===== src/rtl/decoder_pkg.sv =====
// Shared types and helpers for the strobe/select decoder family.
// Holds the FSM state encoding and the pulse-counter width helper.
package decoder_pkg;

   typedef enum logic {
      IDLE  = 1'b0,
      PULSE = 1'b1
   } state_t;

   // Wide enough to hold PULSE_LEN-1 without wrapping, and never zero width.
   function automatic int cnt_width(input int pulse_len);
      return (pulse_len < 1) ? 1 : $clog2(pulse_len + 1);
   endfunction

endpackage


===== src/rtl/onehot_dec.sv =====
// Combinational sel -> one-hot decoder with an in-range flag.
// Out-of-range indices produce an all-zero vector.
module onehot_dec
   import decoder_pkg::*;
#(
   parameter int SEL_W   = 3,
   parameter int NUM_OUT = 8
) (
   input  logic [SEL_W-1:0]   sel,
   output logic [NUM_OUT-1:0] onehot,
   output logic               in_range
);

   always_comb begin
      onehot   = '0;
      in_range = (int'(sel) < NUM_OUT);
      for (int i = 0; i < NUM_OUT; i++) begin
         onehot[i] = (int'(sel) == i);
      end
   end

endmodule


===== src/rtl/decoder_strobe_gen.sv =====
// Registered one-hot decoder with valid/ready input, level and timed-pulse modes.
// Optional out-of-range error flag is built when DECODER_RANGE_CHK_EN is defined.
module decoder_strobe_gen
   import decoder_pkg::*;
#(
   parameter int SEL_W     = 3,
   parameter int NUM_OUT   = 8,
   parameter int PULSE_LEN = 1
) (
   input  logic               clk,
   input  logic               rst_n,
   input  logic [SEL_W-1:0]   sel,
   input  logic               sel_valid,
   output logic               sel_ready,
   input  logic               decoder_enable,
   input  logic               level_mode,
   output logic [NUM_OUT-1:0] out,
   output logic               busy,
   output logic               done
`ifdef DECODER_RANGE_CHK_EN
   ,output logic              err
`endif
);

   localparam int CNT_W = cnt_width(PULSE_LEN);
   localparam logic [CNT_W-1:0] CNT_LOAD = CNT_W'(PULSE_LEN - 1);

   state_t             state;
   logic [CNT_W-1:0]   cnt;
   logic [NUM_OUT-1:0] dec_vec;
   logic               in_range;
   logic               accept;

   onehot_dec #(
      .SEL_W   (SEL_W),
      .NUM_OUT (NUM_OUT)
   ) u_dec (
      .sel      (sel),
      .onehot   (dec_vec),
      .in_range (in_range)
   );

   // Ready is held low while reset is asserted so nothing is offered before release.
   assign sel_ready = rst_n & decoder_enable & (state == IDLE);
   assign accept    = sel_valid & sel_ready;
   assign busy      = (state == PULSE);

   // Enable-low abort is checked first so it beats a same-cycle pulse completion.
   always_ff @(posedge clk or negedge rst_n) begin
      if (!rst_n) begin
         state <= IDLE;
         cnt   <= '0;
         out   <= '0;
         done  <= 1'b0;
`ifdef DECODER_RANGE_CHK_EN
         err   <= 1'b0;
`endif
      end else begin
         done <= 1'b0;
`ifdef DECODER_RANGE_CHK_EN
         err  <= 1'b0;
`endif
         if (!decoder_enable) begin
            out   <= '0;
            cnt   <= '0;
            state <= IDLE;
         end else if (state == PULSE) begin
            if (cnt != '0) begin
               cnt <= cnt - CNT_W'(1);
            end else begin
               out   <= '0;
               done  <= 1'b1;
               state <= IDLE;
            end
         end else if (accept) begin
            if (in_range) begin
               out <= dec_vec;
               if (!level_mode) begin
                  cnt   <= CNT_LOAD;
                  state <= PULSE;
               end
            end else begin
               out <= '0;
`ifdef DECODER_RANGE_CHK_EN
               err <= 1'b1;
`endif
            end
         end
      end
   end

endmodule


===== config.mk =====
export PLATFORM = sky130hd
export DESIGN_NAME = decoder_strobe_gen
export DESIGN_NICKNAME = d
export VERILOG_FILES = /design/src/rtl/decoder_pkg.sv /design/src/rtl/onehot_dec.sv /design/src/rtl/decoder_strobe_gen.sv
export SDC_FILE = /design/constraint.sdc
export NUM_CORES = 1
export LEC_CHECK = 0
export CORE_MARGIN = 2
export CORE_UTILIZATION = 30
export CTS_BUF_LIST = sky130_fd_sc_hd__clkbuf_4 sky130_fd_sc_hd__clkbuf_8
export CTS_CLUSTER_SIZE = 28
export DETAILED_ROUTE_END_ITERATION = 6
export PLACE_DENSITY = 0.59
export SETUP_SLACK_MARGIN = 0.4
export SLEW_MARGIN = 0
export SYNTH_ARGS = -nofsm -noshare
export SYNTH_HDL_FRONTEND = slang
export SYNTH_SLANG_ARGS = --single-unit
export TNS_END_PERCENT = 100

===== constraint.sdc =====
create_clock -name clk -period 1.2 [get_ports clk]
set_input_delay 0.18 -clock clk [delete_from_list [all_inputs] [get_ports clk]]
set_output_delay 0.18 -clock clk [all_outputs]
set_load 0.02 [all_outputs]

==> results.cfg <==
[route]
dr.pass1.iters = 2
avgViaCountPerCell = 4.71
drt_iter0_drc = 7
drt.antenna.violating_nets = 0
vias = 480
remaining_drc_errors = 0
drt-wirelength-per-cell_um = 13.2
wl_mm = 1.35

[worst_setup_path]
cp-end-kind = output pin
arrival_ps = 1190
cp_max_fo = 2
criticalPathCategory = reg2out
start_kind = flop
cp_data_required_time_ps = 1020
reg2regPathDepth = 4

[cts]
cts_max_path_buffers = 2
numCtsBuffers = 3
htree_levels = 1
cts_tree = yes
cts-root-buf = clkbuf_4
cts.sinks = 10
clk_latency_ps = 260
clkTransAtPathRegs_ps = 70

[cells_and_area]
antennaDiodeCount = 0
drive_above_1_share_pct = 52.3
areaGrowthSynthToFinish_pct = 100
final_nets = 95
final_area_um2 = 906

[sta]
timing.final.hold_violations = 0
finalSetupViolations = 6
slew_violations = 0
max_clock_freq_mhz = 730
worstMarginPinSlew_ps = 223
fin_ws_ps = -171
finalCritPeriodShare_pct = 114
slew_headroom_pct = 85.0
fin_skew_ps = 3.59
rsz0062_at_grt = yes
hold_slack_ps = 104
finalCriticalPeriod_ps = 1370

[yosys]
synth_seq_area_share_pct = 55.2
synth_top_family_by_area = simple AND/OR/NAND/NOR gates
syn_area_um2 = 453
syn_inst = 42
synth_common_cells = dfrtp_1 (10), nand2_1 (6), nand3_1 (5), a21oi_1 (4)
synth_top_area_cell = dfrtp_1
synth_mux_area_share_pct = 0
synth_edf_count = 0
synth_fp_nets = 50
avgSynthCellArea_um2 = 10.8
synth_compound_area_share_pct = 10.2
synth_xor_area_share_pct = 0
yosys.cell_types.count = 16
synthMostInstantiatedCell = dfrtp_1
yosys_warnings = 0
ys.flop_type = dfrtp_1
synth.top_cells.by_area = dfrtp_1 (55%), nand3_1 (5.5%), nand4b_4 (5.2%)
yosysTopAreaCellShare_pct = 55.2
synth_fa_ha_area_share_pct = 0
synth_seq_cells = 10
async_reset_ff_share_pct = 100
synth-simple-area-share_pct = 33.7

[floorplan]
dieArea_mm2 = 0.00184
core_area_mm2 = 0.00145
die_y_um = 42.9
initial_core_util_pct = 31.2
fp-row-count = 14
ios = 19
dieWidth_um = 42.9

[run_status]
violations = setup timing
outcome = finished with violations

[power_and_ir_drop]
peakVddDrop_mv = 0.597
internal_power_w = 0.000577
leakage_nw = 0.458
p_comb_share_pct = 19.4
share_seq_of_total_power_pct = 45.2
p_per_area_mw_per_mm2 = 844
sw_frac_of_total_pct = 24.6
p_switching_w = 0.000188
pwr-share-clk_pct = 35.4

[grt]
grtUsageTotal_pct = 15.4
grt_pass1_wl_mm = 2.05
grt_pass1_vias = 447
grt_max_degree = 14
grt-ovfl-total = 0
grt_antenna_before_repair = 0

[placement]
placed_cell_area_um2 = 749
dp_hpwl_um = 891
port-buffer-count = 18
gp_congestion = 0.730

[hold_path]
hold_path_class = in2async

[run]
maxCapViolCount = 0
-- through the flow --
stage | cells | util, % | setup TNS (ps) | setup WS (ps) | power [W]
3_3_place_gp | 88 | 51.5 | -3140 | -530 | 0.000478
3_5_place_dp | 88 | 51.5 | -3220 | -553 | 0.000479
4_1_cts | 96 | 57.5 | -596 | -189 | 0.000760
2_1_floorplan | 42 | - | -221 | -111 | 0.000386
6_report | 102 | 62.3 | -891 | -171 | 0.000764
5_1_grt | 102 | 62.3 | -1400 | -226 | 0.000808
-- path summary, 6_finish.rpt --
kind	startpoint	endpoint	slack, ps
max	busy$_DFF_PN0_	sel_ready	-170
min in group clk	decoder_enable	done$_DFF_PN0_	370
max reg2reg	busy$_DFF_PN0_	out[1]$_DFFE_PN0P_	-170
min reg2reg	out[6]$_DFFE_PN0P_	out[6]$_DFFE_PN0P_	540
min	rst_n	out[0]$_DFFE_PN0P_	100
max in group asynchronous	rst_n	out[6]$_DFFE_PN0P_	540
-- area by class of cell --
cell class	instances	area, um2
Clock buffer	4	30.0
Fill cell	137	548
Multi-Input combinational cell	31	226
Sequential cell	10	251
Tap cell	16	20.0
Timing Repair Buffer	41	378
-- per-layer routing --
metal | share of wire, % | up-vias | global-route usage [%]
met4 | 0 | 0 | 7.50
li1 | - | 243 | -
met2 | 48 | 13 | 23.3
met5 | 0 | - | 0
met3 | 4.4 | 0 | 4.26
met1 | 48 | 224 | 19.9
-- timing repair --
item,CTS,global route
gates cloned,0,0
pin swaps,2,2
endpoints found under the hold margin,6,0
buffers inserted,3,6
hold buffers,1,0
endpoints found under the setup margin,20,21
resized for setup,69,8
-- power by group through the flow --
stage / logic, W / registers, W / clock network, W
floorplan: 0.0000280 / 0.000358 / 0
global placement: 0.000127 / 0.000351 / 0
detailed placement: 0.000128 / 0.000351 / 0
CTS: 0.000135 / 0.000346 / 0.000279
global route: 0.000161 / 0.000346 / 0.000302
finish: 0.000148 / 0.000346 / 0.000270
-- cell families after synthesis --
logic type | count (synthesis)
compound gates | 8
buf+inv | 1
flops | 10
simple gates | 23
-- registers in the layout (all words and copies together), names as in the netlist --
name  cells
busy      1
done      1
out       8
-- worst max-delay path: stages, from the launching register on --
cell and delay, ps:
dfrtp_2 410, buf_4 150, nor2b_4 120, and2_4 150, buf_6 100
-- cells in the final DEF, fill, tap and decap left out, drive strengths merged --
cell           Yosys  routed
a21oi              4       4
nand3              5       5
o21ai              2       2
nor2b              1       1
nand4b             3       3
nand2              6       6
o41ai              1       1
dlygate4sd2        0       1
nor2               2       2
clkbuf             1       4
buf                0      33
or4b               2       2
dfrtp             10      10
and4b              1       1
or2b               1       1
dlymetal6s2s       0       1
and2               2       2
o31ai              1       1
dlygate4sd3        0       1
clkdlybuf4s50      0       5
Power figures use the tool's default switching activity.
